## src/rtl/counter_pkg.sv

```systemverilog
// counter_pkg: shared bounds, action encoding and Gray helper for the counter library
package counter_pkg;
  localparam int MIN_WIDTH = 2;
  localparam int MAX_WIDTH = 32;
  typedef enum logic [2:0] {ACT_HOLD, ACT_CLR, ACT_LOAD, ACT_INC, ACT_DEC} act_e;
  function automatic logic [MAX_WIDTH-1:0] bin2gray(input logic [MAX_WIDTH-1:0] value);
    return value ^ (value >> 1);
  endfunction
endpackage

```

## src/rtl/counter_next_state.sv

```systemverilog
// counter_next_state: combinational next count, wrap and load clamp for d_counter_updown
module counter_next_state
  import counter_pkg::*;
#(
  parameter int     WIDTH       = 8,
  parameter longint MODULUS     = 256,
  parameter longint RESET_VALUE = 0
) (
  input  logic [WIDTH-1:0] i_count,
  input  logic             i_en,
  input  logic             i_up_dn,
  input  logic             i_sclr,
  input  logic             i_load,
  input  logic [WIDTH-1:0] i_load_value,
  output logic [WIDTH-1:0] o_next_count,
  output logic             o_next_wrap,
  output logic             o_next_load_err
);
  // load_value < MODULUS is the same as load_value <= MODULUS-1, which stays in WIDTH bits
  localparam logic [WIDTH-1:0] MAX_VAL = WIDTH'(MODULUS - 1);
  localparam logic [WIDTH-1:0] RST_VAL = WIDTH'(RESET_VALUE);
  act_e w_act;
  logic w_at_max, w_at_zero, w_load_ok;
  always_comb begin
    w_act           = i_sclr ? ACT_CLR : i_load ? ACT_LOAD : !i_en ? ACT_HOLD : i_up_dn ? ACT_INC : ACT_DEC;
    w_at_max        = i_count == MAX_VAL;
    w_at_zero       = i_count == '0;
    w_load_ok       = i_load_value <= MAX_VAL;
    o_next_count    = w_act == ACT_CLR  ? RST_VAL :
                      w_act == ACT_LOAD ? (w_load_ok ? i_load_value : MAX_VAL) :
                      w_act == ACT_INC  ? (w_at_max ? '0 : i_count + WIDTH'(1)) :
                      w_act == ACT_DEC  ? (w_at_zero ? MAX_VAL : i_count - WIDTH'(1)) :
                      i_count;
    o_next_wrap     = (w_act == ACT_INC && w_at_max) || (w_act == ACT_DEC && w_at_zero);
    o_next_load_err = w_act == ACT_LOAD && !w_load_ok;
  end
endmodule

```

## src/rtl/d_counter_updown.sv

```systemverilog
// d_counter_updown: parametrised up/down modulo counter with clear, load, wrap pulse and Gray output
module d_counter_updown
  import counter_pkg::*;
#(
  parameter int     WIDTH       = 8,
  parameter longint MODULUS     = 256,
  parameter longint RESET_VALUE = 0
) (
  input  logic             clk,
  input  logic             reset,
  input  logic             en,
  input  logic             up_dn,
  input  logic             sclr,
  input  logic             load,
  input  logic [WIDTH-1:0] load_value,
  output logic [WIDTH-1:0] count,
  output logic [WIDTH-1:0] gray,
  output logic             wrap,
  output logic             load_err
);
  if (WIDTH < MIN_WIDTH || WIDTH > MAX_WIDTH) begin : g_bad_width
    $error("d_counter_updown: WIDTH out of range");
  end
  if (MODULUS < 2 || MODULUS > (longint'(1) << WIDTH)) begin : g_bad_modulus
    $error("d_counter_updown: MODULUS out of range");
  end
  if (RESET_VALUE < 0 || RESET_VALUE >= MODULUS) begin : g_bad_reset
    $error("d_counter_updown: RESET_VALUE must be below MODULUS");
  end
  localparam logic [WIDTH-1:0] RST_VAL  = WIDTH'(RESET_VALUE);
  localparam logic [WIDTH-1:0] RST_GRAY = RST_VAL ^ (RST_VAL >> 1);
  logic [WIDTH-1:0] r_count, r_gray, w_next_count, w_next_gray;
  logic r_wrap, r_load_err, w_next_wrap, w_next_load_err;
  counter_next_state #(.WIDTH(WIDTH), .MODULUS(MODULUS), .RESET_VALUE(RESET_VALUE)) u_next (
    .i_count        (r_count),
    .i_en           (en),
    .i_up_dn        (up_dn),
    .i_sclr         (sclr),
    .i_load         (load),
    .i_load_value   (load_value),
    .o_next_count   (w_next_count),
    .o_next_wrap    (w_next_wrap),
    .o_next_load_err(w_next_load_err)
  );
  // Gray is taken from the next state so it lines up with count without extra lag
  assign w_next_gray = WIDTH'(bin2gray(MAX_WIDTH'(w_next_count)));
  always_ff @(posedge clk or posedge reset) begin
    if (reset) begin
      r_count    <= RST_VAL;
      r_gray     <= RST_GRAY;
      r_wrap     <= 1'b0;
      r_load_err <= 1'b0;
    end else begin
      r_count    <= w_next_count;
      r_gray     <= w_next_gray;
      r_wrap     <= w_next_wrap;
      r_load_err <= w_next_load_err;
    end
  end
  assign count    = r_count;
  assign gray     = r_gray;
  assign wrap     = r_wrap;
  assign load_err = r_load_err;
endmodule
```

## config.mk

```make
export PLATFORM = sky130hd
export DESIGN_NAME = d_counter_updown
export DESIGN_NICKNAME = d
export VERILOG_FILES = /design/src/rtl/counter_pkg.sv /design/src/rtl/counter_next_state.sv /design/src/rtl/d_counter_updown.sv
export SDC_FILE = /design/constraint.sdc
export NUM_CORES = 1
export LEC_CHECK = 0
export CELL_PAD_IN_SITES_DETAIL_PLACEMENT = 1
export CELL_PAD_IN_SITES_GLOBAL_PLACEMENT = 1
export CORE_MARGIN = 2
export CORE_UTILIZATION = 39
export DETAILED_ROUTE_END_ITERATION = 10
export PLACE_DENSITY_LB_ADDON = 0.1
export SYNTH_ARGS = -nofsm -noshare
export SYNTH_HDL_FRONTEND = slang
export SYNTH_SLANG_ARGS = --single-unit
```

## constraint.sdc

```tcl
create_clock -name clk -period 3.44 [get_ports clk]
set_input_delay 0.516 -clock clk [delete_from_list [all_inputs] [get_ports clk]]
set_output_delay 0.516 -clock clk [all_outputs]
set_load 0.01 [all_outputs]
```

==> metrics.cfg, run 1 <==
[run_status]
result_of_the_run=completed

[sta]
period_needed_ns=2.58
fmaxAchievable_ghz=0.388
tightestPinTransition_ns=0.703
timing.final.setup_violations=0
setup_repair_after_global_routing_missed_its_margin=false
timing.final.hold_violations=0
setup-tns-final_ns=0
fin_worst_skew_ns=0.00630
final.period_utilization_pct=75.0
relSlewSlack_pct=53.0
slew_violations=0

[final_layout]
leading_cell_type_in_the_layout_fill_and_taps_excluded=sky130_fd_sc_hd__clkdlybuf4s50_1
post_route_cells_drive_above_1_share_pct=10.9
design_area_mm2=0.00156
nets_final=175
area_delta_synth_final_pct=26.1
mostFrequentLayoutCells=30 x sky130_fd_sc_hd__clkdlybuf4s50_1, 16 x sky130_fd_sc_hd__dfrtp_1
n_antenna_cell=0

[setup_path]
worstSetupStartpointType=primary input
critical_path.reg2reg.endpoint=gray[3]
worst-path-max-fanout=15
critical_path_rt_ns=3.64
critical_path_class=primary input to register
reg2reg_from=count[0]
worstPathArrival_ns=2.78
r2r_cells=6
setup.reg_to_reg.worst_slack_ns=0.95
critical_path.endpoint_type=register

[global_routing]
maximum_number_of_pins_on_one_net_before_global_route_repair=18
overflow=0
grt_pass1_vias=1194
grt_use_total_pct=21.6
antenna_violations_before_repair=0
grt_first_pass_wirelength_um=5750

[clock_tree]
ctsRootBufferMaster=sky130_fd_sc_hd__clkbuf_4
worst_skew_pair_latency_ns=0.28
sinks_on_clock_net=16
ctsHoldBuffers=0
cts.clk_slew.worst_paths_ns=0.09
cts_inserted_buffers=3
cts_repair_resize_count=0
postCtsSetupRepairBufs=0
cts_tree=yes
ctsHtreeMaxLevel=1
cts.path.max_buffers=2

[synthesis]
synthDistinctLibCells=52
syn_area_mm2=0.00123
yosys-top-cells-area=sky130_fd_sc_hd__dfrtp_1 32%, sky130_fd_sc_hd__xor2_1 5.7%, sky130_fd_sc_hd__nand3_1 3.2%
yosys_warnings=0
synth_top_area_share_pct=32.4
synthesis.nets=150
synth.largest_area_cell=sky130_fd_sc_hd__dfrtp_1
yosys_register_bits=16
postSynth.asyncResetShare_pct=100
syn_inst=133
yosys_most_used_dff=sky130_fd_sc_hd__dfrtp_1
ys_seq_area_share_pct=32.4
average_size_of_a_mapped_cell_um2=9.29
synth-edff-count=0

[route]
initialDrtViolationCount=31
remaining_drcs=0
route.final.wire_length_um=3600
detailroute.via_count=1142
route.detailed.vias_per_inst=5.71
count_of_tritonroute_iterations_in_the_first_routing_pass=4
wire_length_per_cell_um=18.0
final_antenna_net_count=0

[hold_path]
worstHoldPathType=primary input to asynchronous set/reset pin

[placed_design]
placed_area_mm2=0.00154
gp_congestion=0.848
dp.final_hpwl_um=2680
number_of_input_and_output_port_buffers_inserted=30

[floorplanning]
die_width_um=60.3
die_h_um=60.3
initial_core_util_pct=40.8
rows=20
pin_count=32
fp.dieArea_mm2=0.00363
core_area_mm2=0.00303

[power_and_ir_drop]
cellPowerDensity_mw_per_mm2=316
p_leak_nw=0.612
max-vdd-ir-drop_uv=275

[run]
timing.max_cap.violations=0

## critical path: stages
cell                              delay [ns]
sky130_fd_sc_hd__clkdlybuf4s50_1        0.67
sky130_fd_sc_hd__nor4b_2                0.68
sky130_fd_sc_hd__a21oi_1                0.31
sky130_fd_sc_hd__a211oi_2               0.41
sky130_fd_sc_hd__xor2_1                 0.19
## sequential cells by signal (all words and copies together), names as in the netlist
signal,flops
gray,7
wrap,1
count,8
## how the worst max path moves through the flow
stage / slack [ns] / start / to / cells past startpoint
3_3_place_gp: 0.63 / load / gray[5] / 6
6_report: 0.86 / load / gray[4] / 5
5_1_grt: 0.69 / load / gray[4] / 5
2_1_floorplan: 1.23 / count[0] / gray[5] / 8
3_5_place_dp: 0.60 / load / gray[6] / 6
4_1_cts: 0.90 / load / gray[6] / 6
## layer usage
layer,wire (um),up-vias,global-route usage [%],share of wire (%)
li1,-,538,-,-
met1,1540,559,27.9,43
met2,1820,41,35.9,51
met3,178,4,4.55,4.9
met4,53,0,6.67,1.5
met5,0,-,0,0
## cell type report
type / instances / area (um2)
sequential: 16 / 400
clock buffer: 3 / 22.5
multi-input combinational: 98 / 742
tap: 44 / 55.1
fill: 349 / 1470
timing repair buffer: 31 / 308
inverter: 8 / 30.0
## cells by family (layout without fill, tap and decap cells)
| family | after synthesis | in the layout | synth area share [%] |
|---|---|---|---|
| AO/OA/AOI/OAI | 32 | 32 | 22.1 |
| XOR/XNOR | 11 | 11 | 7.80 |
| adder cells (fa/ha/maj) | 3 | 3 | 3.04 |
| buffers and inverters | 19 | 42 | 7.50 |
| flip-flops | 16 | 16 | 32.4 |
| multiplexers | 1 | 1 | 0.811 |
| other | 1 | 1 | 0.304 |
| AND/OR/NAND/NOR | 50 | 50 | 26.0 |
## through the flow
| stage | instances | worst slack [ns] | hold WS [ns] | util (%) | total power [mW] |
|---|---|---|---|---|---|
| after detailed placement | 197 | 0.595 | 0.811 | 50.7 | 0.403 |
| after global routing | 200 | 0.691 | 0.660 | 51.4 | 0.526 |
| after floorplan | 133 | 1.23 | 0.430 | - | 0.327 |
| after CTS | 200 | 0.895 | 0.624 | 51.4 | 0.497 |
| after global placement | 197 | 0.629 | 0.843 | 50.7 | 0.399 |
| final | 200 | 0.862 | 0.595 | 51.4 | 0.492 |
## power by group
group	internal, mW	switching (mW)	total, mW
Sequential	0.206	0.0255	0.232
Clock	0.0406	0.0520	0.0926
Combinational	0.0857	0.0826	0.168
## Yosys cell counts, types with 2 or more instances
library cell and n:
sky130_fd_sc_hd__dfrtp_1 16, sky130_fd_sc_hd__inv_1 8, sky130_fd_sc_hd__nand2_1 8, sky130_fd_sc_hd__nand3_1 8
sky130_fd_sc_hd__xor2_1 8, sky130_fd_sc_hd__a21oi_1 7, sky130_fd_sc_hd__nor2_1 6, sky130_fd_sc_hd__buf_2 5
sky130_fd_sc_hd__nand4_1 5, sky130_fd_sc_hd__or3_1 4, sky130_fd_sc_hd__clkbuf_1 3, sky130_fd_sc_hd__ha_1 3
sky130_fd_sc_hd__nor2b_1 3, sky130_fd_sc_hd__nor3_1 3, sky130_fd_sc_hd__o21ai_0 3, sky130_fd_sc_hd__xnor2_1 3
sky130_fd_sc_hd__a211oi_2 2, sky130_fd_sc_hd__a31oi_1 2, sky130_fd_sc_hd__buf_4 2, sky130_fd_sc_hd__or4b_1 2
Power figures use the tool's default switching activity.
==> inputs of run 2 (changes only) <==
- CORE_UTILIZATION: 39 -> 33
- clock period: 3.44 -> 2.19 ns (I/O delays scaled with it)
==> run 2 against run 1 <==
  * Sequential share of layout area shrank 3.6 points
  * Utilization shrank 1.5 points
  * Non-clock buffer count grew 27
  * Global-route usage shrank 1.7 points
  * Setup slack lost 0.76 ns
  * Design area grew 16%
  * Critical path type is now register to register
  * Critical endpoint is now gray[5]
  * Largest power group unchanged
==> metrics.cfg, run 2 (synthesis gave the netlist of run 1 again) <==
[run_status]
result_of_the_run=completed

[setup_path]
critical_path.endpoint_type=register
timing.critical_path.cells=inv_2 -> ha_4 -> or4b_4 -> o31a_1 -> a211oi_2 -> a211oi_4 -> xor2_1
worst-path-max-fanout=4  ; -11
critPathMaxStageDelay_ns=0.46  ; -0.22 ns
worstPathArrival_ns=2.21  ; -0.57 ns
timing.critical_path.max_delay_family=compound AO/OA/AOI/OAI gates
critical_path_class=register to register
critical_path_rt_ns=2.31  ; -1.33 ns
worstSetupStartpointType=register
critical_path.n_buffers_inverters=1  ; unchanged
setup.reg_to_reg.worst_slack_ns=0.11  ; -0.84 ns
worst_path_max_delay_cell=sky130_fd_sc_hd__or4b_4

[clock_tree]
sinks_on_clock_net=16  ; unchanged
worst_skew_pair_latency_ns=0.25  ; -0.03 ns
ctsHtreeMaxLevel=1  ; unchanged
cts.path.max_buffers=2  ; unchanged
cts_inserted_buffers=3  ; unchanged
cts.clk_slew.worst_paths_ns=0.06  ; -0.03 ns
ctsHoldBuffers=0  ; unchanged
ctsRootBufferMaster=sky130_fd_sc_hd__clkbuf_8
cts_tree=yes

[power_and_ir_drop]
power.net_switching_mw=0.285  ; +78%
power_frac_clock_pct=25.0  ; +6.2 points
p_seq_share_pct=38.3  ; -8.7 points
p_leak_nw=0.782  ; +28%
cellPowerDensity_mw_per_mm2=502  ; +59%
internal_pwr_total_mw=0.625  ; +88%
max-vdd-ir-drop_uv=239  ; -13%
p_sw_share_pct=31.3  ; -1.2 points
comb_power_share_pct=36.7  ; +2.5 points

[final_layout]
design_area_mm2=0.00181  ; +16%
nets_final=202  ; +15%
mostFrequentLayoutCells=28 x sky130_fd_sc_hd__buf_4, 27 x sky130_fd_sc_hd__clkdlybuf4s50_1, 16 x sky130_fd_sc_hd__dfrtp_1
largest_register_ff_count=8  ; unchanged
area_delta_synth_final_pct=46.8
n_antenna_cell=0  ; unchanged
post_route_cells_drive_above_1_share_pct=26.8  ; +16 points
leading_cell_type_in_the_layout_fill_and_taps_excluded=sky130_fd_sc_hd__buf_4

[sta]
final_critical_path_setup_slack_ns=0.106  ; -0.756 ns
timing.final.setup_violations=0  ; unchanged
tightestPinTransition_ns=0.664  ; -0.0397 ns
timing.final.hold_violations=0  ; unchanged
fmaxAchievable_ghz=0.480
fin_worst_skew_ns=0.00258  ; -0.00372 ns
setup_repair_after_global_routing_missed_its_margin=false
final.hold.worst_slack_ns=0.472  ; -0.123 ns
slew_violations=0  ; unchanged
final.period_utilization_pct=95.2
relSlewSlack_pct=55.7  ; +2.7 points
period_needed_ns=2.08

[run]
timing.max_cap.violations=0  ; unchanged

[floorplanning]
core_area_mm2=0.00363  ; +20%
die_width_um=65.2  ; +8.1%
die_h_um=65.2  ; +8.1%
pin_count=32  ; unchanged
fp.dieArea_mm2=0.00425  ; +17%
rows=22  ; +10%
initial_core_util_pct=34.0  ; -6.8 points

[route]
route.detailed.vias_per_inst=5.39  ; -5.6%
initialDrtViolationCount=55  ; +77%
wire_length_per_cell_um=16.9  ; -6.1%
final_antenna_net_count=0  ; unchanged
detailroute.via_count=1245  ; +9.0%
remaining_drcs=0  ; unchanged
route.final.wire_length_um=3900  ; +8.5%
count_of_tritonroute_iterations_in_the_first_routing_pass=4  ; unchanged

[global_routing]
overflow=0  ; unchanged
antenna_violations_before_repair=0  ; unchanged
grt_pass1_vias=1260  ; +5.5%
maximum_number_of_pins_on_one_net_before_global_route_repair=17  ; -1
grt_use_total_pct=19.9  ; -1.7 points
grt_first_pass_wirelength_um=6410  ; +12%

[placed_design]
gp_congestion=0.837  ; -1.2%
placed_area_mm2=0.00174  ; +13%
number_of_input_and_output_port_buffers_inserted=30  ; unchanged
dp.final_hpwl_um=3090  ; +15%
dp_worst_setup_slack_ns=-0.238  ; -0.833 ns

[hold_path]
worstHoldPathType=primary input to asynchronous set/reset pin

-- run 2: stage by stage --
| step | util [%] | instances | power [mW] | TNS (ns) |
|---|---|---|---|---|
| 2_1_floorplan | - | 133 | 0.516 | 0 |
| 3_3_place_gp | 47.9 | 227 | 0.674 | -0.989 |
| 3_5_place_dp | 47.9 | 227 | 0.683 | -1.37 |
| 4_1_cts | 49.1 | 230 | 0.915 | 0 |
| 5_1_grt | 49.9 | 231 | 0.968 | 0 |
| 6_report | 49.9 | 231 | 0.910 | 0 |
-- run 2: layout make-up --
cell class | instances | area [um2]
inverter | 8 | 30.0
multi-input combinational | 98 | 763
sequential | 16 | 400
clock buffer | 3 | 41.3
timing repair buffer | 58 | 518
tap | 48 | 60.1
fill | 435 | 1820
-- run 2: per-layer routing --
metal | track usage [%] | wire length (um)
met1 | 27.5 | 1830
met2 | 32.9 | 1890
met3 | 2.57 | 158
met4 | 4.69 | 21
met5 | 0 | 0
-- run 2: worst paths after layout --
kind                                 end     start  depth (start not counted)
worst min register to register      wrap  count[2]                          3
worst max register to register   gray[5]  count[0]                          7
worst min-delay path            count[4]     reset                          2
min in group clk                count[2]      sclr                          3
worst max-delay path             gray[5]  count[0]                          7
max in group asynchronous       count[1]     reset                          2
-- run 2: power groups by stage --
stage,clock [mW],sequential [mW],combinational [mW]
3_5_place_dp,0,0.354,0.329
4_1_cts,0.235,0.349,0.331
6_report,0.227,0.349,0.334
3_3_place_gp,0,0.353,0.321
5_1_grt,0.251,0.353,0.364
2_1_floorplan,0,0.364,0.152
-- run 2: repair_timing --
item | 4_1_cts | 5_1_grt
gates resized for setup | 1 | 7
setup buffers | 0 | 1
setup endpoints to repair | 2 | 5
pin swaps | 0 | 3
==> inputs of run 3 (changes only) <==
- CTS_CLUSTER_DIAMETER: default -> 40
- CTS_CLUSTER_SIZE: default -> 28
==> results of run 3 <==
Final layout, timing and power as in run 2 (identical DEF).
